### config.mk
export PLATFORM = sky130hd
export DESIGN_NAME = fault_cmp_monitor
export DESIGN_NICKNAME = d
export VERILOG_FILES = /design/src/rtl/fault_cmp_pkg.sv /design/src/rtl/fault_cmp_fifo.sv /design/src/rtl/fault_cmp_monitor.sv
export SDC_FILE = /design/constraint.sdc
export NUM_CORES = 1
export LEC_CHECK = 0
export CAP_MARGIN = 40
export CORE_MARGIN = 5
export CORE_UTILIZATION = 64
export CTS_BUF_LIST = sky130_fd_sc_hd__clkbuf_16
export CTS_CLUSTER_DIAMETER = 40
export DETAILED_ROUTE_END_ITERATION = 6
export PLACE_DENSITY = 0.89
export SYNTH_ARGS = -nofsm -noshare
export SYNTH_HDL_FRONTEND = slang
export SYNTH_HIERARCHICAL = 1
export SYNTH_SLANG_ARGS = --single-unit
### constraint.sdc
create_clock -name i_clk -period 9 [get_ports i_clk]
set_input_delay 1.35 -clock i_clk [delete_from_list [all_inputs] [get_ports i_clk]]
set_output_delay 1.35 -clock i_clk [all_outputs]
set_load 0.005 [all_outputs]
### src/rtl/fault_cmp_pkg.sv
// Shared types and golden model for the fault-comparison monitor.
package fault_cmp_pkg;

  // Campaign phases
  typedef enum logic [1:0] {
    IDLE  = 2'd0,
    RUN   = 2'd1,
    DRAIN = 2'd2,
    DONE  = 2'd3
  } cmp_state_e;

  localparam int unsigned DEF_VEC_W = 4;
  localparam int unsigned DEF_CNT_W = 16;

  // Mismatch record layout, MSB first. The FIFO carries the same bit layout
  // for any CNT_W/VEC_W: {idx, vec, faulty_y}.
  typedef struct packed {
    logic [DEF_CNT_W-1:0] idx;
    logic [DEF_VEC_W-1:0] vec;
    logic                 faulty_y;
  } mm_rec_t;

  // Fault-free combinational DUT: y = (a|b) ^ (e|!f), v = {a,b,e,f}
  function automatic logic fault_cmp_golden(input logic [3:0] v);
    return (v[3] | v[2]) ^ (v[1] | ~v[0]);
  endfunction

endpackage

### src/rtl/fault_cmp_fifo.sv
// Show-ahead FIFO for mismatch records. Head word is visible while not empty;
// when empty the output holds the most recently popped word. A push into a
// full FIFO is accepted only if a pop happens on the same edge, otherwise it
// is dropped and o_drop flags it.
module fault_cmp_fifo #(
  parameter int WIDTH = 21,
  parameter int DEPTH = 8
) (
  input  logic             i_clk,
  input  logic             i_rst_n,
  input  logic             i_push,
  input  logic [WIDTH-1:0] i_din,
  input  logic             i_pop,
  output logic [WIDTH-1:0] o_dout,
  output logic             o_empty,
  output logic             o_full,
  output logic             o_drop
);
  import fault_cmp_pkg::*;

  localparam int AW = $clog2(DEPTH);
  localparam logic [AW:0] PTR_ONE = (AW+1)'(1);

  if (DEPTH < 2 || (DEPTH & (DEPTH - 1)) != 0) begin : g_bad_depth
    $error("fault_cmp_fifo: DEPTH must be a power of 2 and >= 2");
  end

  logic [DEPTH-1:0][WIDTH-1:0] r_mem;
  logic [AW:0]                 r_wr;
  logic [AW:0]                 r_rd;
  logic [WIDTH-1:0]            r_last;
  logic                        w_pop;
  logic                        w_push;

  // Extra pointer bit distinguishes full from empty
  assign o_empty = (r_wr == r_rd);
  assign o_full  = (r_wr[AW] != r_rd[AW]) && (r_wr[AW-1:0] == r_rd[AW-1:0]);
  assign w_pop   = i_pop & ~o_empty;
  assign w_push  = i_push & (~o_full | w_pop);
  assign o_drop  = i_push & o_full & ~w_pop;
  assign o_dout  = o_empty ? r_last : r_mem[r_rd[AW-1:0]];

  // Storage and pointer update; r_last keeps the popped word for hold-when-empty
  always_ff @(posedge i_clk or negedge i_rst_n) begin
    if (!i_rst_n) begin
      r_mem  <= '0;
      r_wr   <= '0;
      r_rd   <= '0;
      r_last <= '0;
    end else begin
      if (w_push) begin
        r_mem[r_wr[AW-1:0]] <= i_din;
        r_wr                <= r_wr + PTR_ONE;
      end
      if (w_pop) begin
        r_last <= r_mem[r_rd[AW-1:0]];
        r_rd   <= r_rd + PTR_ONE;
      end
    end
  end

endmodule

### src/rtl/fault_cmp_monitor.sv
// Golden-vs-faulty comparison monitor. Counts samples and mismatches per
// campaign and streams one record per mismatch over a valid/ready port.
// Optional macro FAULT_CMP_SELF_GOLDEN_EN: compute the reference output
// internally from the applied vector instead of using the golden input.
module fault_cmp_monitor
  import fault_cmp_pkg::*;
#(
  parameter int VEC_W       = 4,
  parameter int CNT_W       = 16,
  parameter int NUM_VECTORS = 16,
  parameter int FIFO_DEPTH  = 8
) (
  input  logic             i_clk,
  input  logic             i_rst_n,
  input  logic             i_start,
  input  logic             i_smp_valid,
  input  logic [VEC_W-1:0] i_smp_vec,
  input  logic             i_golden_y,
  input  logic             i_faulty_y,
  output logic             o_rec_valid,
  input  logic             i_rec_ready,
  output logic [CNT_W-1:0] o_rec_idx,
  output logic [VEC_W-1:0] o_rec_vec,
  output logic             o_rec_faulty_y,
  output logic             o_busy,
  output logic             o_done,
  output logic [CNT_W-1:0] o_vec_cnt,
  output logic [CNT_W-1:0] o_err_cnt,
  output logic             o_overflow,
  output logic             o_fault_detect
);

  localparam int              REC_W    = CNT_W + VEC_W + 1;
  localparam logic [CNT_W-1:0] CNT_ONE  = CNT_W'(1);
  localparam logic [CNT_W-1:0] CNT_LAST = CNT_W'(NUM_VECTORS - 1);

  cmp_state_e       r_state;
  cmp_state_e       w_state_nxt;
  logic [CNT_W-1:0] r_vec_cnt;
  logic [CNT_W-1:0] r_err_cnt;
  logic             r_overflow;
  logic             w_golden;
  logic             w_mismatch;
  logic             w_take;
  logic             w_last;
  logic             w_start_run;
  logic             w_push;
  logic             w_pop;
  logic             w_empty;
  logic             w_full;
  logic             w_drop;
  logic [REC_W-1:0] w_push_rec;
  logic [REC_W-1:0] w_head_rec;

`ifdef FAULT_CMP_SELF_GOLDEN_EN
  if (VEC_W != 4) begin : g_bad_vec_w
    $error("fault_cmp_monitor: self-golden reference requires VEC_W == 4");
  end
  assign w_golden = fault_cmp_golden(i_smp_vec[3:0]);
`else
  assign w_golden = i_golden_y;
`endif

  assign w_mismatch  = w_golden ^ i_faulty_y;
  assign w_take      = (r_state == RUN) && i_smp_valid;
  assign w_last      = (r_vec_cnt == CNT_LAST);
  assign w_start_run = ((r_state == IDLE) || (r_state == DONE)) && i_start;
  assign w_push      = w_take && w_mismatch;
  assign w_pop       = o_rec_valid && i_rec_ready;
  assign w_push_rec  = {r_vec_cnt, i_smp_vec, i_faulty_y};

  // Campaign sequencing and status flags
  always_comb begin
    w_state_nxt = r_state;
    o_busy      = 1'b0;
    o_done      = 1'b0;
    case (r_state)
      IDLE: begin
        if (i_start) w_state_nxt = RUN;
      end
      RUN: begin
        o_busy = 1'b1;
        if (w_take && w_last) w_state_nxt = DRAIN;
      end
      DRAIN: begin
        o_busy = 1'b1;
        if (w_empty) w_state_nxt = DONE;
      end
      DONE: begin
        o_done = 1'b1;
        if (i_start) w_state_nxt = RUN;
      end
      default: w_state_nxt = IDLE;
    endcase
  end

  // State register
  always_ff @(posedge i_clk or negedge i_rst_n) begin
    if (!i_rst_n) r_state <= IDLE;
    else          r_state <= w_state_nxt;
  end

  // Per-campaign counters; cleared when a campaign starts, not on completion
  always_ff @(posedge i_clk or negedge i_rst_n) begin
    if (!i_rst_n) begin
      r_vec_cnt  <= '0;
      r_err_cnt  <= '0;
      r_overflow <= 1'b0;
    end else if (w_start_run) begin
      r_vec_cnt  <= '0;
      r_err_cnt  <= '0;
      r_overflow <= 1'b0;
    end else begin
      if (w_take) r_vec_cnt <= r_vec_cnt + CNT_ONE;
      if (w_push && (r_err_cnt != '1)) r_err_cnt <= r_err_cnt + CNT_ONE;
      if (w_drop) r_overflow <= 1'b1;
    end
  end

  fault_cmp_fifo #(
    .WIDTH (REC_W),
    .DEPTH (FIFO_DEPTH)
  ) u_fifo (
    .i_clk   (i_clk),
    .i_rst_n (i_rst_n),
    .i_push  (w_push),
    .i_din   (w_push_rec),
    .i_pop   (w_pop),
    .o_dout  (w_head_rec),
    .o_empty (w_empty),
    .o_full  (w_full),
    .o_drop  (w_drop)
  );

  assign o_rec_valid    = ~w_empty;
  assign o_rec_idx      = w_head_rec[REC_W-1 -: CNT_W];
  assign o_rec_vec      = w_head_rec[VEC_W:1];
  assign o_rec_faulty_y = w_head_rec[0];
  assign o_vec_cnt      = r_vec_cnt;
  assign o_err_cnt      = r_err_cnt;
  assign o_overflow     = r_overflow;
  assign o_fault_detect = (r_err_cnt != '0);

endmodule
==> flow_summary.ini, run 1 <==
[grt]
grt_overflow = 0
grt_antenna_before_repair = 1
grt_start_max_net_pins = 112
grt_first_pass_wirelength_mm = 46.7
track_usage_pct = 28.9
grt_pass1_vias = 8512

[clock_tree]
root_buffer = clkbuf_16
post_cts_buffers = 0
clock_sinks = 232
htree_num_levels = 1
clock_path_buffers = 3
path_clk_slew_ps = 60
cts_tree = yes
cts_made_buffers = 29
holdBufCountCts = 0
cts-resized-gates = 0
clk-insertion-delay-late_ps = 530

[yosys]
syn_nets = 936
postSynthCellCount = 917
syn_avg_cell_area_um2 = 12.3
syn_area_um2 = 11300
yosysWarnings = 6

[floorplanning]
dieArea_um2 = 20400
fp.dieW_um = 143
die_y_um = 143
row_count = 48
io-pin-count = 69
start_util_pct = 65.1
coreArea_um2 = 17300

[setup_path]
cp_slowest_cell = dfrtp_4
slowest_delay_ps = 950
cp.required_ps = 7650
critPathTopFamily = flip-flops
crit_buf_inv = 2
cp_cell_sequence = xor2_1 > or4_1 > buf_4 > a21oi_1 > clkdlybuf4s50_1
cp.arrival_ps = 3770
cp-start-kind = flop
worstPathMaxFanout = 45
worstSetupPathType = reg2out
end_kind = output port

[route]
wl_met2_mm = 14.2
via_count = 7980
drt_iter0_markers = 711
firstDrtPassIters = 6
routed_via_density = 6.51
wl_mm = 28.5
wl_met1_mm = 11.4
routed.top_layer = met4
drtAntennaViolNets = 0
wl_per_cell_um = 23.3
drcViolationCount = 0
route.met3.wl_mm = 1.94

[place]
io_buffers = 68
pre_cts_slack_ps = 4270
place_congestion = 0.837
place_area_um2 = 12100
hpwl_mm = 16.3

[cells_and_area]
postLayoutCoreUtil_pct = 75.0
finalInstanceArea_um2 = 13000
areaGrowthSynthToFinish_pct = 15.2
regArea_um2 = 5810
multi_input_area_um2 = 5040
finalNetCount = 998
drive_gt1_share_pct = 22.5
diodes = 0
n_fill_cell = 1059

[timing]
worst_slew_pin_slew_ps = 858
max_slew_margin_pct = 42.8
timing.final.hold_violations = 0
fin_crit_sh_pct = 56.9
drv_slew = 0
max_freq_mhz = 195
hold_slack_ps = 481
setup_viol = 0
rsz0062_at_grt = false
tns_ps = 0
period_needed_ps = 5120
postLayoutSetupSlackWorst_ps = 3880
fin_skew_ps = 10.1

[power_and_ir_drop]
leakage_nw = 6.18
peakVddDrop_uv = 203
power.density_nw_per_um2 = 302

[outcome]
status = complete, no violations

[job]
maxCapViolCount = 0

[min_path]
hold_path_class = reg2reg
==> layout by cell type (no fill, tap or decap), drive strengths merged, types with 27 or more instances in the layout <==
cell and count:
o21ai 27, nor2 45, clkdlybuf4s50 67, mux2 169, clkbuf 29, dfrtp 232, nand2 66, a22oi 42
mux2i 86, a21oi 36
==> path summary, 6_finish.rpt <==
| path | from | endpoint | slack, ps | cells past startpoint |
|---|---|---|---|---|
| max in group asynchronous | i_rst_n | u_fifo/r_rd[0] | 6010 | 3 |
| worst max register to register | u_fifo/r_rd[0] | u_fifo/r_mem[158] | 4360 | 9 |
| worst max-delay path | u_fifo/r_rd[0] | o_rec_faulty_y | 3880 | 5 |
| min in group asynchronous | i_rst_n | o_err_cnt[10] | 840 | 1 |
| worst min register to register | u_fifo/r_last[1] | u_fifo/r_last[1] | 480 | 2 |
| worst min-delay path | u_fifo/r_last[1] | u_fifo/r_last[1] | 480 | 2 |
==> report_power, final <==
| part | switching [mW] | total [mW] | internal (mW) |
|---|---|---|---|
| sequential | 0.196 | 1.40 | 1.21 |
| clock | 0.447 | 1.12 | 0.673 |
| combinational | 0.715 | 1.39 | 0.678 |
| total | 1.36 | 3.92 | 2.56 |
==> layer usage <==
| layer | vias up | track usage, % |
|---|---|---|
| met5 | - | 0 |
| met4 | 0 | 9.30 |
| met3 | 81 | 5.26 |
| met2 | 411 | 49.1 |
| met1 | 4019 | 38.0 |
| li1 | 3469 | - |
==> state kept, by name, indices dropped and copies added, names as in the netlist <==
register       flops
o_err_cnt         16
o_overflow         1
o_vec_cnt         16
r_state            2
u_fifo/r_last     21
u_fifo/r_mem     168
u_fifo/r_rd        4
u_fifo/r_wr        4
==> through the flow <==
stage          std cells  power (mW)
2_1_floorplan        917        2.22
3_3_place_gp        1169        2.69
3_5_place_dp        1173        2.76
4_1_cts             1225        3.92
5_1_grt             1225        4.11
6_report            1225        3.92
==> cell type report <==
class,count,share of cell area (%)
Sequential cell,232,44.8
Clock inverter,23,1.55
Clock buffer,29,5.59
Inverter,13,0.376
Multi-Input combinational cell,616,38.8
Tap cell,225,2.17
Timing Repair Buffer,87,6.71
==> worst reg2reg max path: stages (launching register included) <==
cell	delay, ps
dfrtp_4	950
xor2_1	380
or4_1	580
inv_1	230
nor2b_1	510
nor2b_1	100
a41o_2	370
nor2_2	580
buf_4	440
mux2_2	390
No activity file was read; power rests on OpenSTA's default activity.
==> run 2: changes to the inputs <==
CORE_UTILIZATION = 60   (was 64)
PLACE_DENSITY = 0.84   (was 0.89)
clock period = 5.3 ns   (was 9 ns; I/O delays follow)
==> flow_summary.ini, run 2 (synthesis results as in run 1) <==
[power_and_ir_drop]
pwr-share-comb_pct = 34.0
p_switching_mw = 2.35
internal_power_mw = 4.68
peakVddDrop_uv = 268
p_seq_share_pct = 33.3
power.density_nw_per_um2 = 531
total_power_mw = 7.03
p_clk_share_pct = 32.8
p_sw_share_pct = 33.4
leakage_nw = 6.30

[floorplanning]
row_count = 50
die_y_um = 147
io-pin-count = 69
start_util_pct = 60.6
coreArea_um2 = 18600
dieArea_um2 = 21600
fp.dieW_um = 147

[grt]
grt_antenna_before_repair = 0
grt_first_pass_wirelength_mm = 45.1
grt_start_max_net_pins = 145
grt_pass1_vias = 8329
grt_overflow = 0
track_usage_pct = 25.9

[setup_path]
worstPathMaxFanout = 45
cp-start-kind = flop
end_kind = flop
critPathTopFamily = simple AND/OR/NAND/NOR gates
cp_slowest_cell = dfrtp_1
worstSetupPathType = reg2reg
crit_buf_inv = 3
cp_cell_sequence = xor2_1 > or4_1 > buf_4 > inv_1 > nor2b_1 > nor2_1 > a41oi_2 > nand3b_1 > buf_4 > mux2_2
slowest_delay_ps = 550
cpMostUsedCell = buf_4
cp.arrival_ps = 4480
cp.required_ps = 5680

[timing]
max_freq_mhz = 244
fin_skew_ps = 14.2
drv_slew = 0
timing.final.hold_violations = 0
rsz0062_at_grt = false
setup_viol = 0
max_slew_margin_pct = 47.3
fin_crit_sh_pct = 77.4
tns_ps = 0
period_needed_ps = 4100
worst_slew_pin_slew_ps = 790

[cells_and_area]
drive_gt1_share_pct = 24.2
multi_input_area_um2 = 5040
regMostFlops = u_fifo/r_mem
largest_register_ffs = 168
areaGrowthSynthToFinish_pct = 17.6
regArea_um2 = 5810
diodes = 0
mostFrequentLayoutCells = 231 x dfrtp_1, 130 x mux2_2, 86 x mux2i_1
final_common_cell = dfrtp_1
finalNetCount = 1004
n_fill_cell = 1208
top_regs = u_fifo/r_mem (168), u_fifo/r_last (21)

[place]
hpwl_mm = 16.3
place_congestion = 0.860
io_buffers = 68

[outcome]
status = complete, no violations

[clock_tree]
cts_tree = yes
cts-resized-gates = 0
post_cts_buffers = 0
clock_sinks = 232
htree_num_levels = 2
holdBufCountCts = 0
clk-insertion-delay-late_ps = 500
cts_made_buffers = 34
path_clk_slew_ps = 60
root_buffer = clkbuf_16
clock_path_buffers = 3

[job]
maxCapViolCount = 0

[route]
firstDrtPassIters = 5
drtAntennaViolNets = 0
wl_mm = 27.3
wl_per_cell_um = 22.0
routed_via_density = 6.30
via_count = 7832
drt_iter0_markers = 605
drcViolationCount = 0

[min_path]
hold_path_class = in2async
==> run 2: area by class of cell <==
type                    count  area share (%)
clock buffers              37            6.99
multi-input cells         616            38.1
flip-flops and latches    232            43.8
well taps                 234            2.21
clock inverters            23            1.92
repair buffers             88            6.60
inverters                  13           0.368
==> run 2: per-layer routing <==
layer / up-vias / GRT usage [%] / part of all wire (%)
met5: - / 0 / 0
met2: 269 / 42.3 / 48
met3: 54 / 5.37 / 5.7
met1: 4012 / 35.2 / 44
li1: 3497 / - / -
met4: 0 / 8.20 / 2.4
==> run 2: metrics by stage <==
stage	utilization, %	std cells	setup WS, ps	cell area, um2	hold slack (ps)
after floorplan	-	917	2320	11300	451
after global placement	64.7	1179	1340	12000	462
after detailed placement	65.0	1183	1230	12100	471
after CTS	71.3	1243	1320	13200	327
after global routing	71.3	1243	977	13200	353
final	71.3	1243	1200	13200	293
==> run 2: path summary, 6_finish.rpt <==
kind | startpoint | endpoint | slack (ps) | depth (start not counted)
worst max-delay path | u_fifo/r_rd[1] | u_fifo/r_mem[12] | 1200 | 10
worst min register to register | u_fifo/r_last[2] | u_fifo/r_last[2] | 480 | 2
max in group asynchronous | i_rst_n | u_fifo/r_rd[0] | 3760 | 2
worst max register to register | u_fifo/r_rd[1] | u_fifo/r_mem[12] | 1200 | 10
min in group i_clk | u_fifo/r_last[2] | u_fifo/r_last[2] | 480 | 2
worst min-delay path | i_rst_n | u_fifo/r_mem[101] | 290 | 1
==> run 2: power groups by stage <==
stage | sequential (mW) | clock (mW) | combinational, mW
final | 2.34 | 2.30 | 2.39
after global routing | 2.37 | 2.43 | 2.59
after CTS | 2.33 | 2.34 | 2.39
after detailed placement | 2.35 | 0 | 2.35
after global placement | 2.33 | 0 | 2.25
after floorplan | 2.21 | 0 | 1.56
